## src/rtl/timer_counter_adv.sv

```systemverilog
// timer_counter_adv: prescaled up/down timer with reload, one-shot/periodic modes and compare match
module timer_counter_adv #(
   parameter int CNT_W = 64,
   parameter int DIV_W = 8
) (
   input  logic             sys_clk,
   input  logic             sys_rst_n,
   input  logic             cnt_en,
   input  logic             cnt_clr,
   input  logic             ld_en,
   input  logic [CNT_W-1:0] ld_val,
   input  logic [CNT_W-1:0] rld_val,
   input  logic [CNT_W-1:0] cmp_val,
   input  logic             dir,
   input  logic             oneshot,
   input  logic [DIV_W-1:0] div_val,
   output logic [CNT_W-1:0] cnt,
   output logic             tick,
   output logic             ovf,
   output logic             cmp_match,
   output logic             upd,
   output logic             running
);
   typedef enum logic [1:0] {IDLE, RUN, DONE} state_t;
   state_t state, state_nx;
   logic [DIV_W-1:0] div_cnt, div_nx;
   logic [CNT_W-1:0] cnt_nx, step;
   logic wr, adv, tk, term;
   always_comb begin
      wr       = cnt_clr || ld_en;
      adv      = state == RUN && cnt_en && !wr;
      tk       = adv && div_cnt == div_val;
      term     = dir ? cnt == '0 : &cnt;
      step     = dir ? cnt - CNT_W'(1) : cnt + CNT_W'(1);
      cnt_nx   = cnt_clr ? '0 : ld_en ? ld_val : tk ? (term ? rld_val : step) : cnt;
      div_nx   = wr ? '0 : adv ? (tk ? '0 : div_cnt + DIV_W'(1)) : div_cnt;
      // a clear or load releases a finished one-shot back to IDLE
      state_nx = !cnt_en ? IDLE
               : state == DONE ? (wr ? IDLE : DONE)
               : (tk && term && oneshot) ? DONE : RUN;
   end
   always_ff @(posedge sys_clk or negedge sys_rst_n) begin
      if (!sys_rst_n) begin
         state     <= IDLE;
         div_cnt   <= '0;
         cnt       <= '0;
         tick      <= 1'b0;
         ovf       <= 1'b0;
         cmp_match <= 1'b0;
         upd       <= 1'b0;
         running   <= 1'b0;
      end else begin
         state     <= state_nx;
         div_cnt   <= div_nx;
         cnt       <= cnt_nx;
         tick      <= tk;
         ovf       <= tk && term;
         cmp_match <= tk && cnt_nx == cmp_val;
         upd       <= wr || tk;
         running   <= state_nx == RUN;
      end
   end
endmodule

```

## config.mk

```make
export PLATFORM = sky130hd
export DESIGN_NAME = timer_counter_adv
export DESIGN_NICKNAME = d
export VERILOG_FILES = /design/src/rtl/timer_counter_adv.sv
export SDC_FILE = /design/constraint.sdc
export NUM_CORES = 1
export LEC_CHECK = 0
export CORE_UTILIZATION = 55
export CTS_CLUSTER_SIZE = 20
export DETAILED_ROUTE_END_ITERATION = 8
export DONT_BUFFER_PORTS = 1
export PLACE_DENSITY = 0.81
export SETUP_SLACK_MARGIN = 0.5
export SLEW_MARGIN = 20
export SYNTH_ARGS = -nofsm -noshare
export SYNTH_HDL_FRONTEND = slang
export SYNTH_SLANG_ARGS = --single-unit
```

## constraint.sdc

```tcl
create_clock -name sys_clk -period 4.4 [get_ports sys_clk]
set_clock_uncertainty 0.15 [all_clocks]
set_input_delay 1.1 -clock sys_clk [delete_from_list [all_inputs] [get_ports sys_clk]]
set_output_delay 1.1 -clock sys_clk [all_outputs]
set_load 0.01 [all_outputs]
```

==> impl_metrics.py, run 1 <==
metrics = {
    "floorplan": {
        "row_count": 51,
        "fp.dieW_um": 144,
        "pin_count": 276,
        "die_y_um": 144,
        "initial_core_util_pct": 56.7,
    },
    "global_routing": {
        "grt_start_max_net_pins": 88,
        "grt_pass1_vias": 20300,
        "track_usage_pct": 81.2,
        "grt_pass1_wl_mm": 127,
        "grt_remaining_overflow": 257,
    },
    "synth": {
        "synth_top_family_by_area": "compound AO/OA/AOI/OAI gates",
        "synth_cell_types": 82,
        "synth_compound_area_share_pct": 32.2,
        "synthFlopType": "dfrtp_1",
        "synth-xor-area-share_pct": 5.66,
        "synth-simple-area-share_pct": 30.7,
        "async_flop_share_pct": 100,
        "yosysWarnings": 0,
        "yosysTopAreaCell": "dfrtp_1",
        "synth_edf_count": 0,
        "postSynthAreaPerCell_um2": 7.00,
        "synth_area_leaders": "dfrtp_1 (18%), ha_1 (7.1%), a21oi_1 (7.0%)",
        "syn_inst": 1592,
        "synth_mux_area_share_pct": 1.57,
        "synth_top_area_share_pct": 17.7,
        "synth_seq_area_share_pct": 17.7,
        "synth.cell_area_um2": 11200,
        "ys_ff_latch": 79,
        "synth_nets": 1863,
        "yosys.area_share.adder_pct": 7.25,
    },
    "clock_tree": {
        "ctsHoldBuffers": 0,
        "clock_tree.buffer_depth": 2,
        "h-tree-depth": 3,
        "root_buffer": "clkbuf_16",
        "numCtsBuffers": 9,
        "clock_sinks": 79,
    },
    "status": {
        "lastStage": "global routing",
        "outcome": "did not finish",
        "first-error": "[ERROR GRT-0116] Global routing finished with congestion. Check the congestion regions in the DRC Viewer.",
    },
    "placed_design": {
        "place_hpwl_mm": 50.8,
        "io_buffers": 0,
        "place_congestion": 1.27,
    },
}
what timing repair did:
action	in CTS
pin swaps	23
endpoints found under the setup margin	9
buffers inserted	8
resized for setup	56
routing by layer:
layer	track usage [%]	GRT overflow
met5	51.1	5
met1	79.5	13
met3	74.2	13
met2	92.2	144
met4	80.0	82
stage by stage:
stage	worst slack (ns)	cell area, um2	cells	setup TNS, ns
2_1_floorplan	-0.374	11500	1592	-0.374
3_3_place_gp	-0.827	15500	2307	-1.04
3_5_place_dp	-0.958	15500	2307	-1.33
4_1_cts	-0.425	16200	2331	-0.425
synth_stat cells (all sizes together) (7+ instances only):
library cell  instances
nand2               175
a21oi               155
nor2                134
o21ai               121
clkbuf               82
nand4                82
dfrtp                79
ha                   63
nand3                55
nor4                 45
inv                  44
xnor2                43
nor3                 39
a31oi                29
xor2                 29
o21a                 27
and3                 25
o211ai               24
nand2b               20
nor2b                20
a211oi               19
or3                  19
a21o                 17
buf                  14
mux2i                14
a22oi                11
o311ai               11
a221oi               10
a2111oi               9
a22o                  9
o2111ai               9
or2                   9
a211o                 8
and2                  8
nand3b                8
o221ai                8
o22ai                 8
o31ai                 8
a21boi                7
nor3b                 7
o21bai                7
or4                   7
cell families after synthesis:
logic type,count (synthesis)
and+or+nand+nor,672
adders and majority gates,64
buffers and inverters,140
xor gates and xnor gates,72
DFF,79
muxes,16
AOI/OAI and AO/OA,549
==> run 2, diff against run 1 <==
- CORE_UTILIZATION: 55 -> 40
- CTS_CLUSTER_SIZE: 20 -> unset
- PLACE_DENSITY: 0.81 -> unset
- PLACE_DENSITY_LB_ADDON: unset -> 0.15
- SETUP_SLACK_MARGIN: 0.5 -> unset
- clock period: 4.4 -> 5.7 ns (I/O delays scaled with it)
==> run 2 against run 1 <==
- the run now ends clean
- synthesized area unchanged
- synthesized cell count unchanged
==> impl_metrics.py, run 2 <==
metrics = {
    "setup_path": {
        "crit_path_end_kind": "flop",
        "crit_slowest_cell": "or4_1",
        "path_cells": "inv_1 > fa_1 > nor2b_2 > o311ai_1 > o31a_1 > a21bo_2 > o211ai_1 > o2111ai_2 > and2_1 > a31oi_2 > nand3_1 > or4_1 > or4_1 > or4_1 > nor4b_2",
        "startpoint_type": "input port",
        "path_buf_inv": 1,
        "required_ns": 5.81,
        "critPathMaxFanout": 71,
        "cp.arrival_ns": 5.66,
        "cp_top_family": "simple AND/OR/NAND/NOR gates",
        "slowest_delay_ns": 0.56,
        "critical_path.most_common_cell": "or4_1",
        "crit_type": "in -> reg",
    },
    "clock_tree": {
        "clock_tree.buffer_depth": 2,
        "insertion_delay_ns": 0.36,
        "h-tree-depth": 3,
        "cts.clk_slew.worst_paths_ns": 0.07,
        "clock_sinks": 79,
        "numCtsBuffers": 9,
        "cts_tree": "done",
        "root_buffer": "clkbuf_16",
    },
    "final_layout": {
        "multi_input_area_um2": 8720,
        "fillers": 2885,
        "nets": 2012,
        "top_regs": "cnt (64), div_cnt (8), state (2)",
        "syn2layout_area_growth_pct": 20.6,
        "layout_common_cells": "buf_4 (232), nand2_1 (173), a21oi_1 (155), nor2_1 (133), o21ai_0 (120)",
        "layout_commonest_cell": "buf_4",
        "final_cells": 2124,
        "top_register": "cnt",
        "seq_area_um2": 1980,
        "largest_register_ffs": 64,
        "utilization_pct": 49.5,
        "drive_gt1_share_pct": 16.8,
    },
    "routing": {
        "wl_met3_mm": 8.74,
        "wl_met2_mm": 27.1,
        "ant_nets": 0,
        "viasPerCell": 6.86,
        "highest_layer": "met4",
        "drt_iter0_drc": 1818,
        "met1Wirelength_mm": 22.8,
        "routedWlPerCell_um": 29.8,
        "drt_pre_antenna_iters": 6,
        "routed_wl_mm": 63.2,
        "dr_total_vias": 14600,
        "route.detailed.drc": 0,
    },
    "placed_design": {
        "dp_cells": 2102,
        "dp_slack_ns": -0.517,
        "place_congestion": 1.06,
        "io_buffers": 0,
        "place_hpwl_mm": 50.5,
    },
    "timing": {
        "holdWs_ns": 0.432,
        "period_share_pct": 97.5,
        "fmax_ghz": 0.180,
        "tns_ns": 0,
        "relSlewSlack_pct": 48.8,
        "setup_slack_ns": 0.140,
        "drv_slew": 0,
        "tightest_slew_ns": 0.768,
        "setup_viol": 0,
        "hold_viol": 0,
        "fin_crit_ns": 5.56,
    },
    "synth": {
        "yosys.cell_count.top_type": "nand2_1",
        "synth_nets": 1863,
        "yosys.area_share.adder_pct": 7.25,
        "synth_seq_area_share_pct": 17.7,
        "synth_compound_area_share_pct": 32.2,
        "yosysTopAreaCell": "dfrtp_1",
        "synth_top_area_share_pct": 17.7,
        "netlist_top_cells_count": "nand2_1 (173), a21oi_1 (155), nor2_1 (133), o21ai_0 (121)",
        "synth.cell_area_um2": 11200,
        "synth_edf_count": 0,
        "synth-xor-area-share_pct": 5.66,
        "synth_mux_area_share_pct": 1.57,
        "synthFlopType": "dfrtp_1",
        "ys_ff_latch": 79,
        "postSynthAreaPerCell_um2": 7.00,
        "yosysWarnings": 0,
        "synth_top_family_by_area": "compound AO/OA/AOI/OAI gates",
        "synth_cell_types": 82,
        "synth-simple-area-share_pct": 30.7,
        "syn_inst": 1592,
        "async_flop_share_pct": 100,
        "synth_area_leaders": "dfrtp_1 (18%), ha_1 (7.1%), a21oi_1 (7.0%)",
    },
    "job": {
        "cap_violations": 0,
    },
    "floorplan": {
        "core_um2": 27200,
        "die_y_um": 169,
        "initial_core_util_pct": 41.0,
        "row_count": 60,
        "fp.dieW_um": 169,
        "pin_count": 276,
        "dieArea_um2": 28500,
    },
    "global_routing": {
        "grt_pass1_vias": 13800,
        "grt_pass1_wl_mm": 90.7,
        "grt_start_max_net_pins": 88,
        "grt_remaining_overflow": 0,
        "track_usage_pct": 43.3,
        "grt_antenna_before_repair": 6,
    },
    "power": {
        "power_density_nw_per_um2": 177,
        "leakage_uw": 0.00556,
        "irDropWorstVdd_v": 0.000153,
    },
    "hold_path": {
        "hp-class": "reg -> reg",
    },
    "status": {
        "outcome": "finished, final reports clean",
    },
}
run 2: where the power goes:
| group | internal [uW] | total, uW | switching (uW) |
|---|---|---|---|
| combinational | 429 | 1040 | 606 |
| clock | 388 | 658 | 271 |
| sequential | 588 | 690 | 101 |
| total | 1410 | 2380 | 978 |
run 2: timing repair:
item | 4_1_cts | 5_1_grt
setup endpoints to repair | 1 | 1
endpoints found under the hold margin | 0 | 0
pin swaps | 0 | 3
hold buffers | 0 | 0
setup buffers | 0 | 0
gates resized for setup | 2 | 15
run 2: kinds of logic after synthesis:
kind of cell / Yosys count
muxes: 16
adders and majority gates: 64
and+or+nand+nor: 672
buffers and inverters: 140
xor gates and xnor gates: 72
AOI/OAI and AO/OA: 549
DFF: 79
run 2: area by class of cell:
type                       count  area share, %
clock buffer                  10           1.70
tap                          372           3.46
inverter                      44           1.23
timing repair buffer         234           13.3
multi-input combinational   1373           64.8
sequential                    79           14.7
antenna                        6          0.112
clock inverter                 6          0.707
run 2: per-layer routing:
| layer | vias to the layer above | GRT usage (%) |
|---|---|---|
| met4 | 0 | 28.3 |
| met5 | - | 0 |
| met2 | 1073 | 66.6 |
| met3 | 275 | 15.2 |
| met1 | 6795 | 50.9 |
| li1 | 6419 | - |
run 2: worst paths after layout:
check                                       start                     end  slack (ns)  cells past startpoint
max                                           dir     cmp_match$_DFF_PN0_        0.14                     15
min                        div_cnt[7]$_DFFE_PN0P_  div_cnt[7]$_DFFE_PN0P_        0.43                      2
max reg2reg                      cnt[8]$_DFF_PN0_     cmp_match$_DFF_PN0_        0.26                     15
min reg2reg                div_cnt[7]$_DFFE_PN0P_  div_cnt[7]$_DFFE_PN0P_        0.43                      2
max in group asynchronous               sys_rst_n       cnt[51]$_DFF_PN0_        4.64                      0
min in group asynchronous               sys_rst_n        cnt[7]$_DFF_PN0_        0.61                      0
run 2: tightest hold or removal path, cell delays in order, from the launching register on:
cell	delay, ns
dfrtp_1	0.39
xor2_1	0.08
nor2_1	0.07
run 2: through the flow:
| step | instance area (um2) | total power, uW |
|---|---|---|
| 2_1_floorplan | 11200 | 1240 |
| 3_3_place_gp | 13000 | 1690 |
| 3_5_place_dp | 13000 | 1690 |
| 4_1_cts | 13400 | 2340 |
| 5_1_grt | 13400 | 2470 |
| 6_report | 13400 | 2380 |
(Power assumes the default switching activity.)
